$ cat src/rtl/board_io_bridge_if.sv
// SoC-side GPIO/display port bundle of the board I/O bridge.
// No valid/ready handshake: every signal is sampled each cycle, evt_clr is a one-cycle pulse per key.
interface board_io_bridge_if #(
  parameter int w_key = 4,
  parameter int w_hex = 8
);
  logic [w_key-1:0]   evt_clr;
  logic [1:0]         hex_mode;
  logic [4*w_hex-1:0] hex_value;
  logic [31:0]        gpio_in;

  modport master (output evt_clr, output hex_mode, output hex_value, input gpio_in);
  modport slave  (input evt_clr, input hex_mode, input hex_value, output gpio_in);
endinterface

$ cat src/rtl/board_io_bridge.sv
// Board I/O bridge: synchronises and debounces KEY/SW, latches sticky key presses,
// builds the SoC GPIO input word and drives the 7-segment digits.
module board_io_bridge #(
  parameter int clk_mhz        = 50,
  parameter int w_key          = 4,
  parameter int w_sw           = 18,
  parameter int w_hex          = 8,
  parameter int db_tick_cycles = clk_mhz * 1000,
  parameter int db_samples     = 4
) (
  input  logic               CLOCK_50,
  input  logic               RESET_N,
  input  logic [w_key-1:0]   KEY,
  input  logic [w_sw-1:0]    SW,
  output logic [7*w_hex-1:0] HEX,
  board_io_bridge_if.slave   soc
);

  localparam int w_in = w_key + w_sw;
  localparam int tw   = (db_tick_cycles > 1) ? $clog2(db_tick_cycles) : 1;
  // Keys idle high (active-low buttons), switches idle low.
  localparam logic [w_in-1:0] in_rst = {{w_sw{1'b0}}, {w_key{1'b1}}};

  if (2*w_key + w_sw > 32) begin : g_bad_width
    $fatal(1, "board_io_bridge: 2*w_key + w_sw must not exceed 32");
  end
  if (db_samples < 1 || db_samples > 15) begin : g_bad_samples
    $fatal(1, "board_io_bridge: db_samples must be in 1..15");
  end
  if (db_tick_cycles < 2) begin : g_bad_tick
    $fatal(1, "board_io_bridge: db_tick_cycles must be at least 2");
  end

  logic [w_in-1:0]  raw;
  logic [w_in-1:0]  sync1;
  logic [w_in-1:0]  sync2;
  logic [w_in-1:0]  deb;
  logic [3:0]       cnt [w_in];
  logic [tw-1:0]    tick_cnt;
  logic             tick;
  logic [w_key-1:0] deb_key_q;
  logic [w_key-1:0] key_fall;
  logic [w_key-1:0] key_event;

  assign raw = {SW, KEY};

  always_ff @(posedge CLOCK_50 or negedge RESET_N) begin
    if (!RESET_N) begin
      sync1 <= in_rst;
      sync2 <= in_rst;
    end else begin
      sync1 <= raw;
      sync2 <= sync1;
    end
  end

  assign tick = (tick_cnt == tw'(db_tick_cycles - 1));

  always_ff @(posedge CLOCK_50 or negedge RESET_N) begin
    if (!RESET_N)  tick_cnt <= '0;
    else if (tick) tick_cnt <= '0;
    else           tick_cnt <= tick_cnt + tw'(1);
  end

  // A new level is accepted only after db_samples consecutive disagreeing ticks.
  always_ff @(posedge CLOCK_50 or negedge RESET_N) begin
    if (!RESET_N) begin
      deb <= in_rst;
      for (int i = 0; i < w_in; i++) cnt[i] <= '0;
    end else if (tick) begin
      for (int i = 0; i < w_in; i++) begin
        if (sync2[i] != deb[i]) begin
          if (cnt[i] == 4'(db_samples - 1)) begin
            deb[i] <= sync2[i];
            cnt[i] <= '0;
          end else begin
            cnt[i] <= cnt[i] + 4'd1;
          end
        end else begin
          cnt[i] <= '0;
        end
      end
    end
  end

  assign key_fall = deb_key_q & ~deb[w_key-1:0];

  // Set has priority over clear so a press landing on a clear is never lost.
  always_ff @(posedge CLOCK_50 or negedge RESET_N) begin
    if (!RESET_N) begin
      deb_key_q <= '1;
      key_event <= '0;
    end else begin
      deb_key_q <= deb[w_key-1:0];
      key_event <= (key_event & ~soc.evt_clr) | key_fall;
    end
  end

  always_ff @(posedge CLOCK_50 or negedge RESET_N) begin
    if (!RESET_N) soc.gpio_in <= '0;
    else          soc.gpio_in <= 32'({key_event, ~deb[w_key-1:0], deb[w_in-1:w_key]});
  end

  function automatic logic [6:0] seg7(input logic [3:0] n);
    logic [6:0] s;
    case (n)
      4'h0: s = 7'b1000000;
      4'h1: s = 7'b1111001;
      4'h2: s = 7'b0100100;
      4'h3: s = 7'b0110000;
      4'h4: s = 7'b0011001;
      4'h5: s = 7'b0010010;
      4'h6: s = 7'b0000010;
      4'h7: s = 7'b1111000;
      4'h8: s = 7'b0000000;
      4'h9: s = 7'b0010000;
      4'hA: s = 7'b0001000;
      4'hB: s = 7'b0000011;
      4'hC: s = 7'b1000110;
      4'hD: s = 7'b0100001;
      4'hE: s = 7'b0000110;
      default: s = 7'b0001110;
    endcase
    return s;
  endfunction

  logic [4*w_hex-1:0] hex_val_q;
  logic [1:0]         hex_mode_q;
  logic [7*w_hex-1:0] seg_d;

  always_ff @(posedge CLOCK_50 or negedge RESET_N) begin
    if (!RESET_N) begin
      hex_val_q  <= '0;
      hex_mode_q <= 2'd0;
    end else begin
      hex_val_q  <= soc.hex_value;
      hex_mode_q <= soc.hex_mode;
    end
  end

  // Scan from the top digit down; 'seen' goes high at the first non-zero nibble.
  always_comb begin
    logic       seen;
    logic [3:0] nib;
    seg_d = '1;
    seen  = 1'b0;
    nib   = 4'h0;
    for (int i = w_hex - 1; i >= 0; i--) begin
      nib  = hex_val_q[4*i +: 4];
      seen = seen | (nib != 4'h0);
      case (hex_mode_q)
        2'd1:    seg_d[7*i +: 7] = seg7(nib);
        2'd2:    if (seen || i == 0) seg_d[7*i +: 7] = seg7(nib);
        default: seg_d[7*i +: 7] = 7'h7F;
      endcase
    end
  end

  always_ff @(posedge CLOCK_50 or negedge RESET_N) begin
    if (!RESET_N) HEX <= '1;
    else          HEX <= seg_d;
  end

endmodule

$ cat src/flat_wrapper.sv
// flat-port wrapper written by rule: the top's interface ports become plain ports
module board_io_bridge_flat 
#(
  parameter int clk_mhz        = 50,
  parameter int w_key          = 4,
  parameter int w_sw           = 18,
  parameter int w_hex          = 8,
  parameter int db_tick_cycles = clk_mhz * 1000,
  parameter int db_samples     = 4
)
  (CLOCK_50, RESET_N, KEY, SW, HEX, soc_evt_clr, soc_hex_mode, soc_hex_value, soc_gpio_in);
  board_io_bridge_if #(.w_key(w_key), .w_hex(w_hex)) soc_i ();
  input  logic CLOCK_50;
  input  logic RESET_N;
  input  logic [w_key-1:0] KEY;
  input  logic [w_sw-1:0] SW;
  output logic [7*w_hex-1:0] HEX;
  input wire logic [$bits(soc_i.evt_clr)-1:0] soc_evt_clr;
  input wire logic [$bits(soc_i.hex_mode)-1:0] soc_hex_mode;
  input wire logic [$bits(soc_i.hex_value)-1:0] soc_hex_value;
  output wire logic [$bits(soc_i.gpio_in)-1:0] soc_gpio_in;
  assign soc_i.evt_clr = soc_evt_clr;
  assign soc_i.hex_mode = soc_hex_mode;
  assign soc_i.hex_value = soc_hex_value;
  assign soc_gpio_in = soc_i.gpio_in;
  board_io_bridge #(.clk_mhz(clk_mhz), .w_key(w_key), .w_sw(w_sw), .w_hex(w_hex), .db_tick_cycles(db_tick_cycles), .db_samples(db_samples)) u_core (.CLOCK_50(CLOCK_50), .RESET_N(RESET_N), .KEY(KEY), .SW(SW), .HEX(HEX), .soc(soc_i));
endmodule
$ cat config.mk
export PLATFORM = sky130hd
export DESIGN_NAME = board_io_bridge_flat
export DESIGN_NICKNAME = d
export VERILOG_FILES = /design/src/rtl/board_io_bridge_if.sv /design/src/rtl/board_io_bridge.sv /design/src/flat_wrapper.sv
export SDC_FILE = /design/constraint.sdc
export NUM_CORES = 1
export LEC_CHECK = 0
export CORE_ASPECT_RATIO = 0.5
export CORE_MARGIN = 5
export CORE_UTILIZATION = 56
export CTS_BUF_LIST = sky130_fd_sc_hd__clkbuf_16
export DETAILED_ROUTE_END_ITERATION = 16
export GPL_ROUTABILITY_DRIVEN = 1
export PLACE_DENSITY = 0.87
export SLEW_MARGIN = 30
export SYNTH_ARGS = -nofsm -noshare
export SYNTH_HDL_FRONTEND = slang
export SYNTH_SLANG_ARGS = --single-unit
$ cat constraint.sdc
create_clock -name CLOCK_50 -period 2.6 [get_ports CLOCK_50]
set_clock_uncertainty 0.2 [all_clocks]
set_input_delay 0.52 -clock CLOCK_50 [delete_from_list [all_inputs] [get_ports CLOCK_50]]
set_output_delay 0.52 -clock CLOCK_50 [all_outputs]
set_load 0.02 [all_outputs]
==> metrics.md <==
| Metric | Value |
|---|---|
| Buffers & Inverters on Critical Path | 1 |
| DRC violation count after routing | 0 |
| Initial Util | ~57% |
| CTS tree | done |
| Unrepaired setup endpoints after global routing | no |
| Max Freq | between 0.4 and 0.5 GHz |
| Placed cells | 1592 |
| Syn Area/Cell | 11.0 µm² |
| PostCTS Resize Cnt | 0 |
| Outcome | completed |
| Post-synthesis async set-or-reset flop share | between 90% and 100% |
| Crit path kind | reg2out |
| Vias/cell | approximately 5.6 |
| Arr. time, crit path | 1700 ps |
| Crit-path cells | clkdlybuf4s50_1 |
| Sequential standard cell area | 7450 µm² |
| Post-synth design cell area | 12900 µm² |
| Period utilization | 92.9% |
| Die Width | 225 µm |
| MaxCap Viol Count | 0 |
| Global route overflow | 0 |
| P&R area growth vs syn | 20.7% |
| CP max stage cell | clkdlybuf4s50_1 |
| CP Launch Type | register |
| Avg WL per Cell | 16.5 µm |
| Antenna-violating nets left | 0 |
| Die Height | 117 µm |
| Non-filler cells, final | 1640 |
| Largest delay share family, worst path | buffers and inverters |
| RD Place Congestion | between 0.8 and 0.9 |
| Sequential area share after synthesis | 57.7% |
| Top_reg_cell synth | dfrtp_1 |
| Clock latency on the worst-skew pair | 540 ps |
| Max incr delay on CP | 630 ps |
| Core Box Area | roughly 23000 µm² |
| HP Class | reg2reg |
| Min cycle time layout | between 2000 and 2500 ps |
| Finished Cell Area | 15600 µm² |
| Inserted Clock Buffers | 26 |
| Port-buffer cells | 143 |
| H-tree depth | 1 |
| DP HPWL | 18600 µm |
| GR Util All Layers | 20.6% |
| Synth cell types | 58 |
| Boundary Pins | 150 |
| Setup TNS | 0 ps |
| Diode count | 0 |
| Root Driver | clkbuf_16 |
| First-iteration detailed-routing DRC count | ~660 |
| # setup viols final | 0 |
| Clk slew on worst S/H paths | 70 ps |
| Slew @ Worst Pin | 571 ps |
| Synth Register Bits | 294 |
| Largest net degree at the start of global routing | 69 |
| Full die area | approximately 26000 µm² |
| Fillcell total | 1601 |
| Worst IR Drop VDD | 0.470 mV |
| P per Cell Area | between 600 and 700 nW/µm² |
| Max transition margin | 61.8% |
| Clock Path Buffers | 3 |
| # nets final | around 1.4k |
| CTS sink count | 294 |
| FP Rows | 39 |
| Vias | between 9k and 10k |
| Pre-Repair DR Iteration Count | 5 |
| Crit. End Element | primary output |
| DP Area | 14700 µm² |
| Synthesis Warnings | 0 |
| Final Hold Viols | 0 |
| Leak Pwr | ~7 nW |
| Worst EP required | 1880 ps |
| Initial antenna violation count | 0 |
| CP Max Fanout | 1 |
| First-pass GRT wire length | 46100 µm |
| Layout cells sized above 1 | 12.0% |
| Area of the multi-input gates | 5120 µm² |
| EDFF count, synth | 0 |
| Synth Instances | 1171 |
| Post-CTS Setup Bufs | 0 |
| Number of global-route vias before repair | 9570 |
| Slew Limit Fails | 0 |
| DRT Wirelength | 27000 µm |
| Min Hold Slack | 143 ps |
==> where the power goes <==
part | internal [W] | switching [W] | leakage [nW]
combinational | 0.000416 | 0.000511 | 2.92
clock | 0.00223 | 0.00171 | 0.437
sequential | 0.00482 | 0.000113 | 3.66
==> Yosys cell counts (4+ instances only) <==
cell	number	area, µm²
a21oi_1	29	145
mux2_2	21	236
inv_1	36	135
ha_1	65	813
mux2i_1	14	140
clkbuf_1	28	105
dfrtp_1	222	5560
buf_2	7	35.0
a311o_1	4	40.0
nor3b_1	27	203
nand2b_1	30	188
and2_1	24	150
a211oi_1	4	30.0
a31oi_1	7	43.8
xor2_1	32	280
o22ai_1	5	31.3
a22o_1	4	35.0
a31o_2	4	35.0
nand2_1	193	724
o2bb2ai_1	15	131
dfstp_2	72	1890
nand3b_1	22	165
nor2_1	34	128
and4_1	4	35.0
o21ai_0	97	485
buf_4	8	60.1
o31ai_1	45	338
nand3_1	60	300
nor2b_1	15	93.8
==> metal layers <==
layer	wire [µm]	global-route usage, %	vias up
li1	-	-	4341
met1	11000	25.4	4563
met2	14200	37.7	252
met3	1270	3.94	50
met4	524	4.64	0
met5	0	0	-
==> repair_timing <==
action / 4_1_cts / 5_1_grt
hold endpoints to repair: 44 / 0
setup endpoints to repair: 0 / 0
hold buffers: 1 / 0
==> sequential cells by signal, indices dropped and copies added, names as in the netlist <==
| signal | flops |
|---|---|
| u_core.cnt | 88 |
| u_core.HEX | 56 |
| u_core.hex_val_q | 32 |
| u_core.soc.gpio_in | 26 |
| u_core.deb | 22 |
| u_core.sync1 | 22 |
| u_core.sync2 | 22 |
| u_core.tick_cnt | 16 |
| u_core.deb_key_q | 4 |
| u_core.key_event | 4 |
| u_core.hex_mode_q | 2 |
==> worst register-to-register path, cell delays in order (launching register included) <==
cell and delay, ps:
dfrtp_1 400, ha_1 270, nand3_1 170, and4b_2 580
buf_12 240, nand2_1 150, o31ai_1 280
==> worst paths after layout <==
path	start	endpoint	slack, ps	depth (start not counted)
min in group asynchronous	RESET_N	u_core.hex_val_q[0]$_DFF_PN0_	290	2
setup reg to reg	u_core.tick_cnt[0]$_DFF_PN0_	u_core.cnt[48]$_DFFE_PN0P_	220	6
setup / recovery	u_core.HEX[17]$_DFF_PN1_	HEX[17]	180	1
max in group asynchronous	RESET_N	u_core.sync1[1]$_DFF_PN1_	1180	3
hold / removal	u_core.sync1[10]$_DFF_PN0_	u_core.sync2[10]$_DFF_PN0_	140	0
hold reg to reg	u_core.sync1[10]$_DFF_PN0_	u_core.sync2[10]$_DFF_PN0_	140	0
==> kinds of logic (layout without fill, tap and decap cells) <==
kind of cell	count (synthesis)	after routing	synth area share [%]
AND/OR/NAND/NOR	426	426	16.5
flip-flops	294	294	57.7
AO/OA/AOI/OAI	232	232	11.3
buffers and inverters	83	240	2.83
adder cells (fa/ha/maj)	65	65	6.30
multiplexers	36	36	3.09
XOR/XNOR	34	34	2.31
other	1	6	0.0290
==> cells in the final DEF, fill, tap and decap left out, types with 14 or more instances in the layout <==
cell type	netlist	layout
a21oi_1	29	29
and2_1	24	24
ha_1	65	65
nand2_1	193	193
nand3_1	60	60
clkdlybuf4s50_1	0	142
nor2b_1	15	15
inv_1	36	39
dfrtp_1	222	222
o31ai_1	45	45
mux2_2	21	21
xor2_1	32	32
nor3b_1	27	27
nand3b_1	22	22
o21ai_0	97	97
nor2_1	34	33
mux2i_1	14	14
clkbuf_16	0	26
o2bb2ai_1	15	15
nand2b_1	30	30
dfstp_2	72	72
==> layout make-up <==
type                            instances  area share (%)
Timing Repair Buffer                  157            10.5
Clock buffer                           26            4.17
Tap cell                              307            2.46
Multi-Input combinational cell        799            32.9
Clock inverter                         21            1.38
Sequential cell                       294            47.8
Inverter                               36           0.867
==> through the flow <==
step	utilization (%)	power, W	setup WS [ps]
floorplan	-	0.00544	670
global placement	64.7	0.00591	414
detailed placement	64.7	0.00594	306
CTS	68.5	0.00990	135
global route	68.5	0.0102	56.8
finish	68.5	0.00979	185
(Power assumes the default switching activity.)
